==> config.mk <==
export PLATFORM = sky130hd
export DESIGN_NAME = gr_heep_rr_xbar
export DESIGN_NICKNAME = d
export VERILOG_FILES = /design/src/rtl/gr_heep_rr_xbar.sv
export SDC_FILE = /design/constraint.sdc
export NUM_CORES = 1
export LEC_CHECK = 0
export CAP_MARGIN = 20
export CELL_PAD_IN_SITES_DETAIL_PLACEMENT = 0
export CELL_PAD_IN_SITES_GLOBAL_PLACEMENT = 1
export CORE_AREA = 2 2 321 323
export CTS_BUF_LIST = sky130_fd_sc_hd__clkbuf_4
export DETAILED_ROUTE_END_ITERATION = 6
export DIE_AREA = 0 0 323 325
export GPL_ROUTABILITY_DRIVEN = 0
export PLACE_DENSITY = 0.66
export SYNTH_ARGS = -nofsm -noshare
export SYNTH_HDL_FRONTEND = slang
export SYNTH_SLANG_ARGS = --single-unit
==> constraint.sdc <==
create_clock -name clk_i -period 8.8 [get_ports clk_i]
set_clock_uncertainty 0.2 [all_clocks]
set_input_delay 0.88 -clock clk_i [delete_from_list [all_inputs] [get_ports clk_i]]
set_output_delay 0.88 -clock clk_i [all_outputs]
set_load 0.01 [all_outputs]
==> src/rtl/gr_heep_rr_xbar.sv <==
// GR-HEEP external OBI crossbar: round-robin per slave, per-master outstanding limit.
// Define GR_HEEP_XBAR_ERR_EN to build the internal error slave for unmapped addresses.
package gr_heep_xbar_pkg;
    typedef struct packed {
        logic        req;
        logic        we;
        logic [3:0]  be;
        logic [31:0] addr;
        logic [31:0] wdata;
    } obi_req_t;

    typedef struct packed {
        logic        gnt;
        logic        rvalid;
        logic [31:0] rdata;
    } obi_resp_t;

    typedef struct packed {
        logic [31:0] idx;
        logic [31:0] start_addr;
        logic [31:0] end_addr;
    } addr_map_rule_t;
endpackage

module gr_heep_rr_xbar
    import gr_heep_xbar_pkg::*;
#(
    parameter int unsigned NMASTER         = 4,
    parameter int unsigned NSLAVE          = 2,
    parameter int unsigned NUM_RULES       = 2,
    parameter int unsigned MAX_OUTSTANDING = 2,
    parameter int unsigned SLV_FIFO_DEPTH  = 4,
    localparam int unsigned IdxWidth = (NSLAVE > 1) ? $clog2(NSLAVE) : 1
) (
    input  logic                clk_i,
    input  logic                rst_ni,
    input  addr_map_rule_t      addr_map_i [NUM_RULES],
    input  logic [IdxWidth-1:0] default_idx_i,
    input  obi_req_t            master_req_i [NMASTER],
    output obi_resp_t           master_resp_o [NMASTER],
    output obi_req_t            slave_req_o [NSLAVE],
    input  obi_resp_t           slave_resp_i [NSLAVE]
);
`ifdef GR_HEEP_XBAR_ERR_EN
    localparam int unsigned NT = NSLAVE + 1;
`else
    localparam int unsigned NT = NSLAVE;
`endif
    localparam int unsigned TW = (NT > 1) ? $clog2(NT) : 1;
    localparam int unsigned MW = (NMASTER > 1) ? $clog2(NMASTER) : 1;
    localparam int unsigned CW = $clog2(MAX_OUTSTANDING + 1);
    localparam int unsigned FW = $clog2(SLV_FIFO_DEPTH);

    logic [TW-1:0] tgt     [NMASTER];
    logic [CW-1:0] cnt_q   [NMASTER];
    logic [CW-1:0] cnt_eff [NMASTER];
    logic [TW-1:0] dest_q  [NMASTER];
    logic [NMASTER-1:0] inc, dec;

    logic [MW-1:0] rr_q   [NT];
    logic [MW-1:0] fifo_q [NT][SLV_FIFO_DEPTH];
    logic [FW:0]   wptr_q [NT];
    logic [FW:0]   rptr_q [NT];
    logic [MW-1:0] head   [NT];
    logic [MW-1:0] win    [NT];
    logic [31:0]   s_rdata [NT];
    logic [NT-1:0] s_gnt, s_rvalid, empty, full, pop, found, push;
`ifdef GR_HEEP_XBAR_ERR_EN
    logic err_valid_q;
`endif

    // Descending scan so the lowest-index matching rule has the last word.
    always_comb begin
        for (int m = 0; m < NMASTER; m++) begin
`ifdef GR_HEEP_XBAR_ERR_EN
            tgt[m] = TW'(NSLAVE);
`else
            tgt[m] = TW'(default_idx_i);
`endif
            for (int r = NUM_RULES - 1; r >= 0; r--) begin
                if (master_req_i[m].addr >= addr_map_i[r].start_addr &&
                    master_req_i[m].addr < addr_map_i[r].end_addr)
                    tgt[m] = TW'(addr_map_i[r].idx);
            end
        end
    end

    always_comb begin
        for (int s = 0; s < NSLAVE; s++) begin
            s_gnt[s]    = slave_resp_i[s].gnt;
            s_rvalid[s] = slave_resp_i[s].rvalid;
            s_rdata[s]  = slave_resp_i[s].rdata;
        end
`ifdef GR_HEEP_XBAR_ERR_EN
        s_gnt[NSLAVE]    = 1'b1;
        s_rvalid[NSLAVE] = err_valid_q;
        s_rdata[NSLAVE]  = 32'hBADACCE5;
`endif
    end

    always_comb begin
        for (int s = 0; s < NT; s++) begin
            empty[s] = (wptr_q[s] == rptr_q[s]);
            full[s]  = (wptr_q[s][FW] != rptr_q[s][FW]) &&
                       (wptr_q[s][FW-1:0] == rptr_q[s][FW-1:0]);
            pop[s]   = s_rvalid[s] && !empty[s];
            head[s]  = fifo_q[s][rptr_q[s][FW-1:0]];
        end
    end

    // A response retiring this cycle frees its slot for a same-cycle grant.
    always_comb begin
        dec = '0;
        for (int s = 0; s < NT; s++)
            if (pop[s]) dec[head[s]] = 1'b1;
        for (int m = 0; m < NMASTER; m++)
            cnt_eff[m] = cnt_q[m] - CW'(dec[m]);
    end

    always_comb begin
        int idx;
        idx = 0;
        for (int s = 0; s < NT; s++) begin
            found[s] = 1'b0;
            win[s]   = '0;
            for (int k = 0; k < NMASTER; k++) begin
                idx = (int'(rr_q[s]) + k) % NMASTER;
                if (!found[s] && master_req_i[idx].req &&
                    tgt[idx] == TW'(s) &&
                    cnt_eff[idx] < CW'(MAX_OUTSTANDING) &&
                    (cnt_eff[idx] == '0 || dest_q[idx] == TW'(s)) &&
                    (!full[s] || pop[s])) begin
                    found[s] = 1'b1;
                    win[s]   = MW'(idx);
                end
            end
            push[s] = found[s] && s_gnt[s];
        end
    end

    always_comb begin
        inc = '0;
        for (int s = 0; s < NSLAVE; s++) begin
            slave_req_o[s] = '0;
            if (found[s]) slave_req_o[s] = master_req_i[win[s]];
        end
        for (int m = 0; m < NMASTER; m++) begin
            master_resp_o[m] = '0;
            for (int s = 0; s < NT; s++) begin
                if (push[s] && win[s] == MW'(m)) begin
                    master_resp_o[m].gnt = 1'b1;
                    inc[m] = 1'b1;
                end
                if (pop[s] && head[s] == MW'(m)) begin
                    master_resp_o[m].rvalid = 1'b1;
                    master_resp_o[m].rdata  = s_rdata[s];
                end
            end
        end
    end

    always_ff @(posedge clk_i or negedge rst_ni) begin
        if (!rst_ni) begin
            for (int m = 0; m < NMASTER; m++) begin
                cnt_q[m]  <= '0;
                dest_q[m] <= '0;
            end
            for (int s = 0; s < NT; s++) begin
                rr_q[s]   <= '0;
                wptr_q[s] <= '0;
                rptr_q[s] <= '0;
            end
`ifdef GR_HEEP_XBAR_ERR_EN
            err_valid_q <= 1'b0;
`endif
        end else begin
            for (int s = 0; s < NT; s++) begin
                if (push[s]) begin
                    rr_q[s]   <= MW'((int'(win[s]) + 1) % NMASTER);
                    wptr_q[s] <= wptr_q[s] + 1'b1;
                    dest_q[win[s]] <= TW'(s);
                end
                if (pop[s]) rptr_q[s] <= rptr_q[s] + 1'b1;
            end
            for (int m = 0; m < NMASTER; m++)
                cnt_q[m] <= cnt_q[m] + CW'(inc[m]) - CW'(dec[m]);
`ifdef GR_HEEP_XBAR_ERR_EN
            err_valid_q <= push[NSLAVE];
`endif
        end
    end

    always_ff @(posedge clk_i) begin
        for (int s = 0; s < NT; s++)
            if (push[s]) fifo_q[s][wptr_q[s][FW-1:0]] <= win[s];
    end

`ifndef SYNTHESIS
    always_ff @(posedge clk_i) begin
        if (rst_ni)
            for (int s = 0; s < NT; s++)
                assert (!(s_rvalid[s] && empty[s]))
                else $warning("xbar: rvalid dropped on slave %0d, no tracked request", s);
    end
`endif
endmodule

==> Word level (Yosys, flattened, before mapping) <==
Memories as Yosys holds them, arrays and structs flattened.
Index checks and enable logic that the tools add are counted.
{ "totals": {"n_memories": 1, "word_cells": 405, "rom_bits": 0, "out_inout_bits": 276, "latchBits": 0, "ff_bits": 28, "ram_bits": 16, "input_bits": 543} }
{ "mem_list": {"columns": ["memory", "depth", "word_bits", "read_ports", "rd_ports_with_merged_regs", "wr", "line", "text"], "rows": [
  ["fifo_q", 2, 8, 2, 0, 2, "61", "logic [MW-1:0] fifo_q [NT][SLV_FIFO_DEPTH];"]
]} }
{ "op_classes": {"n_addsub": 24, "shift": 0, "eq_ne": 18, "n_mux": 170, "div": 0, "n_reduce_logical": 106, "mul": 0, "n_bitwise": 26, "order_cmp": 46} }
{ "op_table": {"columns": ["operator", "count"], "rows": [
  ["$mux W70", 22],
  ["$bmux W70 S2", 10],
  ["$mux W33", 8],
  ["$ge A32 B3 Y1 const B", 8],
  ["$ge A32 B32 Y1", 8],
  ["$lt A32 B32 Y1", 8],
  ["$not A2 Y32", 8],
  ["$logic_and A1 B1 Y1", 74],
  ["$mux W1", 62],
  ["$mux W2", 30],
  ["$bmux W2 S2", 10],
  ["$bmux W1 S2", 16],
  ["$logic_not A2 Y1", 12],
  ["$ge A3 B3 Y1 const B", 6],
  ["$not A2 Y3", 6],
  ["$eq A2 B2 Y1 const B", 8],
  ["$lt A2 B2 Y1 const B", 8],
  ["$mux W4", 4],
  ["$mux W8", 2],
  ["$sub A2 B1 Y2", 8],
  ["$add A3 B1 Y3 const B", 4],
  ["$lt A3 B1 Y1 const B", 4],
  ["$logic_not A1 Y1", 10],
  ["$logic_or A1 B1 Y1", 10],
  ["15 further kinds", 44]
]} }

==> Depth between registers and ports, before layout <==
Gate-level depths: netlist (run 1).
{ "depth": {"depth_word": 51, "ltp_mapped": 25, "depth_no_buf": 21} }

==> Worst setup path after synthesis (run 1) <==
OpenSTA, ideal clock, no wires.
{ "synth_timing": {"path_kind": "input port to output port", "from": "in slave_resp_i[32] in the netlist's numbering", "to": "out slave_req_o[100] in the netlist's numbering", "path_stages": 21, "n_path_buf": 4, "required_ns": 7.720, "path_slack_ns": 2.879, "t_arrival_ns": 4.841, "cell_sequence": "o21ai_1 -> nand2b_1 -> nor2_1 -> a21oi_1 -> clkbuf_1 -> inv_1 -> ha_1 -> xnor2_1 -> a21boi_0 -> nand2_1 -> or4b_1 -> o31ai_1 -> a32oi_1 -> nor3_1 -> o221ai_1 -> and4_1 -> buf_2 -> buf_6 -> buf_6 -> mux2i_1 -> o22ai_1"} }
{ "synth_rtl": {"columns": ["item", "line", "text"], "rows": [
  ["start: declaration", "42", "input obi_resp_t slave_resp_i [NSLAVE]"],
  ["end: declaration", "41", "output obi_req_t slave_req_o [NSLAVE],"]
]} }

==> results of run 1 <==
## placed cells by master, fill, tap and decap left out, drive strengths merged, types with 15 or more instances in the layout
master | synthesis | final
o21ai | 79 | 79
mux2i | 280 | 280
o22ai | 140 | 140
dfrtp | 28 | 28
inv | 185 | 185
a21o | 43 | 43
o21a | 21 | 21
ha | 526 | 526
a21oi | 291 | 291
a211oi | 27 | 27
edfxtp | 16 | 16
clkdlybuf4s50 | 0 | 751
and4 | 18 | 18
xnor2 | 16 | 16
nor3 | 29 | 29
nand4 | 74 | 74
nand2b | 15 | 15
nand2 | 386 | 386
nor2 | 65 | 65
nand3 | 56 | 56
buf | 42 | 102
a221oi | 18 | 18
## worst paths after layout
path / end / cells after the start / slack, ps
min in group asynchronous: rptr_q[0]$_DFFE_PN0P_ / 2 / 700
worst min register to register: wptr_q[2]$_DFFE_PN0N_ / 1 / 290
max in group asynchronous: rptr_q[3]$_DFFE_PN0P_ / 2 / 7410
worst max register to register: cnt_q[1]$_DFF_PN0_ / 22 / 3030
worst min-delay path: wptr_q[2]$_DFFE_PN0N_ / 1 / 290
worst max-delay path: slave_req_o[74] / 18 / 340
## per-layer routing
metal	part of all wire	routed length (um)	vias up	track usage
met5	0.00073	84	-	0
met4	0.031	3540	14	0.06117
met3	0.064	7427	137	0.03655
met2	0.47	54470	848	0.3571
met1	0.43	49800	11292	0.2638
li1	-	-	11496	-
## area by class of cell
type | count | area, sq um | share of cell area
multi-input cells | 2294 | 17840 | 0.5941
repair buffers | 853 | 8521 | 0.2837
well taps | 1368 | 1712 | 0.05699
flip-flops and latches | 44 | 1181 | 0.03932
inverters | 187 | 701.9 | 0.02337
clock buffers | 5 | 37.54 | 0.001250
diodes | 8 | 20.02 | 0.0006665
clock inverters | 3 | 18.77 | 0.0006248
## registers in the layout, indices dropped and copies added, names as in the netlist
register / flops
dest_q: 4
rr_q: 4
rptr_q: 6
fifo_q: 16
cnt_q: 8
wptr_q: 6
## Yosys cell counts, drive strengths merged (5+ instances only)
library cell and number:
a211oi 27, and2 14, ha 526, a21oi 291, clkbuf 62, nor2b 8
a2111oi 11, inv 185, nand3 56, buf 42, a31oi 9, mux2i 280
nor2 65, nand2b 15, xnor2 16, o21bai 6, a2111o 5, nor3 29
mux2 8, o2bb2ai 7, o221ai 10, dfrtp 28, nand4 74, nor4 14
and4 18, a221oi 18, o31ai 6, edfxtp 16, a221o 6, a21boi 8
nand2 386, o22ai 140, o21a 21, o2111ai 9, xor2 7, mux4 5
a21o 43, o21ai 79, o211ai 13, and3 11
## report_power, final
group          total [uW]  internal [uW]  switching [uW]  leakage [uW]
Sequential            430            331            98.5      0.000476
Combinational       10200           4730            5440        0.0137
Clock                97.6           30.2            67.4     0.0000249
## per-stage QoR
stage          utilization  hold slack, ps  instances  instance area (sq um)
3_5_place_dp        0.2957           275.6       4746                  29960
3_3_place_gp        0.2957           274.5       4746                  29960
5_1_grt             0.2965           307.6       4760                  30030
4_1_cts             0.2963           297.7       4754                  30020
2_1_floorplan            -           260.4       2629                  20090
6_report            0.2965           293.2       4762                  30040
## cell families after synthesis
group           Yosys count  synth area share
compound gates          743            0.2316
simple gates            709            0.1633
fa+ha+maj               526            0.3275
mux                     293            0.1496
buf+inv                 291           0.05922
flops                    44           0.05878
xor+xnor                 23           0.01002
## critical path, cell delays in order
cell	delay, ps
sky130_fd_sc_hd__clkdlybuf4s50_1	640
sky130_fd_sc_hd__ha_1	450
sky130_fd_sc_hd__nand4_1	320
sky130_fd_sc_hd__a211o_1	340
sky130_fd_sc_hd__nor3_1	410
sky130_fd_sc_hd__o31ai_1	220
sky130_fd_sc_hd__a221oi_1	670
sky130_fd_sc_hd__mux2_2	470
sky130_fd_sc_hd__o2bb2ai_1	160
sky130_fd_sc_hd__a221oi_1	380
sky130_fd_sc_hd__nor2_1	150
sky130_fd_sc_hd__o221ai_1	210
sky130_fd_sc_hd__and4_4	530
sky130_fd_sc_hd__buf_4	360
sky130_fd_sc_hd__mux2i_1	110
sky130_fd_sc_hd__o22ai_1	330
sky130_fd_sc_hd__buf_4	180
sky130_fd_sc_hd__clkdlybuf4s50_1	530
==> metrics.yaml, run 1 <==
design.die.area_sq_um: 105000
final_critical_path_setup_slack_ps: 339.4
buffer_ports.inserted: 756
share_of_cells_above_drive_strength_1: 0.04282
dp.final_hpwl_um: 96470
p_leak_uw: 0.01424
placeableCoreArea_sq_um: 101300
maxClockFrequency_mhz: 118.2
synthTopCellsByArea: "sky130_fd_sc_hd__ha_1 (33%), sky130_fd_sc_hd__mux2i_1 (14%), sky130_fd_sc_hd__a21oi_1 (7.2%)"
post_cts_buffers: 0
ys_seq_area_frac: 0.05878
firstDrtPassIters: 6
start_util: 0.1984
synth_nets: 3698
setup_violations: 0
dominant_cell_type_by_area_after_synthesis: "sky130_fd_sc_hd__ha_1"
critical_path.reg2reg.startpoint: "rptr_q[0]$_DFFE_PN0P_"
post_synth_edffs: 16
cts.clk_slew.worst_paths_ps: 130
remaining_global_route_overflow: 0
finalMaxSlewViolations: 0
power.density_cell_area_nw_per_um2: 356.3
io_pins: 819
dp_slack_ps: 351.8
status: "completed"
first_global_vias: 23178
netlist_area_sq_um: 20090
drc: 0
timing.hold.worst.start: "wptr_q[2]$_DFFE_PN0N_"
vias_post_dr: 23787
cts_tree: "built"
post-route-period-util: 0.9614
synth_flop_cell: "sky130_fd_sc_hd__dfrtp_1"
maxCapViolCount: 0
top_cell_type_s_share_of_synthesized_area: 0.3275
insertion_delay_ps: 350
resized_cells_post_cts: 0
cts_sinks: 44
max_slew_margin: 0.4313
die_y_um: 325
cts-htree-levels: 2
grt_setup_unrepaired: "false"
worstHoldPathType: "reg -> reg"
data_required_critical_path_ps: 7720
fin_setup_tns_ps: 0
crit_path_start: "master_req_i[47]"
timing.setup.critical_path_class: "in -> out"
cts.hold.buffers_added: 0
critical_path.startpoint_type: "input port"
timing.final.hold_violations: 0
gate_count_of_the_mapped_netlist: 2629
postSynth.asyncResetShare: 0.6364
routed_wire_length_per_instance_um: 24.22
layout.filler_cells: 10959
nets: 4454
die_x_um: 323
clock_tree.root_cell: "sky130_fd_sc_hd__clkbuf_4"
layout-area-overhead-vs-synth_pct: 49.48
max-clock-path-buffers: 2
detail-route-antenna-nets: 0
largest_net_degree_at_the_start_of_global_routing: 41
wl_um: 115300
ys.warnings.count: 0
drt_iter0_markers: 1410
vdd.ir_drop.worst_mv: 0.2620
antenna_found_initial: 14
first_pass_grt_wire_length_um: 163400
critical_path_arrival_ps: 7380
setup.worst_path.end_class: "output pin"
postSynthAreaPerCell_sq_um: 7.643
tightestPinTransition_ps: 844.2
crit_path_time_final_ps: 8461
post_drt_via_cell_ratio: 4.995
synth.distinct_cells: 78
cts-buffers-inserted: 5
ys_seq_elements: 44
row_count: 117
post-layout-total-power_uw: 10700
grtUsageTotal: 0.2082
critPathMaxFanout: 14
No activity file was read; power rests on OpenSTA's default activity.
==> run 2, diff against run 1 <==
--- a/config.mk
+++ b/config.mk
@@ -10,8 +10,8 @@
 export CELL_PAD_IN_SITES_GLOBAL_PLACEMENT = 1
-export CORE_AREA = 2 2 321 323
+export CORE_AREA = 2 2 322 324
 export CTS_BUF_LIST = sky130_fd_sc_hd__clkbuf_4
 export DETAILED_ROUTE_END_ITERATION = 6
-export DIE_AREA = 0 0 323 325
+export DIE_AREA = 0 0 324 326
 export GPL_ROUTABILITY_DRIVEN = 0
-export PLACE_DENSITY = 0.66
+export PLACE_DENSITY = 0.65
 export SYNTH_ARGS = -nofsm -noshare
==> constraint.sdc (replaced) <==
create_clock -name clk_i -period 8.8 [get_ports clk_i]
set_clock_uncertainty 0.2 [all_clocks]
set_input_delay 2.2 -clock clk_i [delete_from_list [all_inputs] [get_ports clk_i]]
set_output_delay 2.2 -clock clk_i [all_outputs]
set_load 0.01 [all_outputs]
==> run 2 against run 1 <==
  * The run now ends with setup timing left
  * Non-clock buffer count grew 871
  * Register-to-register slack gained 400 ps
  * Flip-flop and latch count is the same
  * Critical path depth grew 6
  * Total power grew 63%
  * Via count grew 20%
  * Final cell count grew 19%
  * First-iteration DRC count grew 38%
  * Global-route usage grew 2.7 points
  * Fmax shrank 8.5%
  * Critical endpoint is now slave_req_o[6]
  * Largest power group unchanged
==> metrics.yaml, run 2 (synthesis gave the netlist of run 1 again) <==
status: "finished with violations"
failed_checks: "setup timing"
most-common-layout-cells: "sky130_fd_sc_hd__buf_4 (715), sky130_fd_sc_hd__clkdlybuf4s50_1 (413), sky130_fd_sc_hd__ha_1 (407)"
cts-buffers-inserted: 5  # unchanged
layout.filler_cells: 10145  # -7.4%
cts_sinks: 44  # unchanged
max-clock-path-buffers: 2  # unchanged
clock_tree.root_cell: "sky130_fd_sc_hd__clkbuf_4"
critPathMaxFanout: 6  # -8
placed_cells_incl_taps: 5339  # +12%
cts.clk_slew.worst_paths_ps: 130  # about the same
maxCapViolCount: 0  # unchanged
post_drt_via_cell_ratio: 5.055  # +1.2%
cts_tree: "built"
data_required_critical_path_ps: 6400  # -1320 ps
worst_path_max_delay_cell: "sky130_fd_sc_hd__mux2_4"
grtUsageTotal: 0.2347  # +0.02652
crit_top_cell: "sky130_fd_sc_hd__buf_4"
cts-htree-levels: 2  # unchanged
wl_um: 139600  # +21%
tightestPinTransition_ps: 779.9  # -64.28 ps
max_slew_margin: 0.4788  # +0.04754
critical_path.startpoint_type: "input port"
buffer_ports.inserted: 756  # unchanged
die_y_um: 326  # +0.31%
setup.worst_path.end_class: "output pin"
final_critical_path_setup_slack_ps: -446.7  # -786.1 ps
dp.final_hpwl_um: 105000  # +8.8%
detail-route-antenna-nets: 0  # unchanged
crit_path_time_final_ps: 9247  # +786.1 ps
design.die.area_sq_um: 105600  # +0.62%
share_of_cells_above_drive_strength_1: 0.4125  # +0.3697
first_global_vias: 27479  # +19%
power.density_cell_area_nw_per_um2: 413.8  # +16%
drt_iter0_markers: 1943  # +38%
first_pass_grt_wire_length_um: 185200  # +13%
largest_net_degree_at_the_start_of_global_routing: 34  # -17%
worstHoldPathType: "reg -> reg"
routed_wire_length_per_instance_um: 24.71  # +2.0%
io_pins: 819  # unchanged
largest_register_ffs: 16  # unchanged
insertion_delay_ps: 350  # about the same
firstDrtPassIters: 5  # -1
critical_path_arrival_ps: 6850  # -530 ps
vdd.ir_drop.worst_mv: 0.3659  # +40%
instances_no_fill: 5651  # +19%
die_x_um: 324  # +0.31%
max_stage_delay_ps: 330  # -340 ps
setup_violations: 142  # +142
crit_chain: "clkdlybuf4s15_1, buf_4, ha_4, o21ai_1, a211o_1, nor3_2, buf_4, o31ai_4, a221oi_2, buf_4, mux2_4, buf_6, o211ai_1, nand4_1, o32ai_2, a41oi_4, buf_12, buf_16, buf_12, buf_6, mux2i_2, o22ai_2, buf_4, buf_6"
timing.final.hold_violations: 0  # unchanged
finalMaxSlewViolations: 0  # unchanged
grt_setup_unrepaired: "true"
register_area_sq_um: 1181  # unchanged
nets: 5325  # +20%
fin_setup_tns_ps: -43710  # -43,710 ps
antenna_found_initial: 29  # +15
drc: 0  # unchanged
timing.setup.critical_path_class: "in -> out"
start_util: 0.1958  # -0.002530
p_leak_uw: 0.02020  # +42%
multi_input_comb_area_sq_um: 21960  # +23%
row_count: 118  # +0.85%
mostFrequentLayoutCell: "sky130_fd_sc_hd__buf_4"
vias_post_dr: 28567  # +20%
remaining_global_route_overflow: 0  # unchanged
placeableCoreArea_sq_um: 102600  # +1.3%
dp_slack_ps: -1475  # -1826 ps
post-route-period-util: 1.051  # +0.08933
maxClockFrequency_mhz: 108.1  # -8.5%
layout-area-overhead-vs-synth_pct: 110.3
cts.hold.buffers_added: 0  # unchanged
run 2: changes by cell type in the layout (fill, tap and decap cells not counted), sizes merged:
cell,before,now
buf,102,1091
clkdlybuf4s50,751,413
dlygate4sd2,0,119
dlymetal6s2s,0,49
clkbuf,5,49
clkdlybuf4s15,0,10
diode,8,14
clkinvlp,2,0
run 2: worst max-delay path, delay by kind of cell:
family | cells | cell delay, ps
multiplexers | 2 | 480
adder cells (fa/ha/maj) | 1 | 260
buffers and inverters | 11 | 1920
AO/OA/AOI/OAI | 8 | 1590
AND/OR/NAND/NOR | 2 | 370
run 2: final cells by class:
| type | instances | share of cell area |
|---|---|---|
| multi-input cells | 2294 | 0.5197 |
| repair buffers | 1724 | 0.3921 |
| clock buffers | 7 | 0.001243 |
| clock inverters | 1 | 0.0001184 |
| well taps | 1380 | 0.04086 |
| inverters | 187 | 0.01720 |
| diodes | 14 | 0.0008289 |
| flip-flops and latches | 44 | 0.02795 |
run 2: worst paths after layout:
kind,cells after the start,end,start,slack [ps]
hold reg to reg,1,wptr_q[2]$_DFFE_PN0N_,wptr_q[2]$_DFFE_PN0N_,300
min in group asynchronous,2,rptr_q[0]$_DFFE_PN0P_,rst_ni,2040
hold / removal,1,wptr_q[2]$_DFFE_PN0N_,wptr_q[2]$_DFFE_PN0N_,300
setup / recovery,24,slave_req_o[6],master_req_i[34],-450
max in group asynchronous,2,rr_q[1]$_DFFE_PN0N_,rst_ni,6070
setup reg to reg,24,cnt_q[1]$_DFF_PN0_,rptr_q[0]$_DFFE_PN0P_,3430
run 2: metrics by stage:
step	util	total power (uW)	hold WS (ps)	instance area [sq um]
2_1_floorplan	-	5387	260.4	20090
3_3_place_gp	0.3358	11570	277.0	34460
3_5_place_dp	0.3358	11610	282.8	34460
4_1_cts	0.3697	13140	299.0	37940
5_1_grt	0.4118	18140	323.9	42250
6_report	0.4119	17490	297.6	42260
run 2: power by group:
group	internal (uW)	switching, uW
sequential	331	102
clock	37.4	63.5
combinational	8890	8060
total	9260	8230
run 2: repair_timing:
item	in CTS	in global routing
resized for setup	1023	796
endpoints found under the setup margin	144	143
buffers inserted	89	211
cloned	12	16
pin swaps	156	181
run 2: layer usage:
layer	share of wire	global-route usage	wire (um)
met5	0.0013	0	177
met4	0.048	0.08907	6762
met3	0.076	0.04004	10570
met2	0.47	0.4082	65710
met1	0.40	0.2862	56410
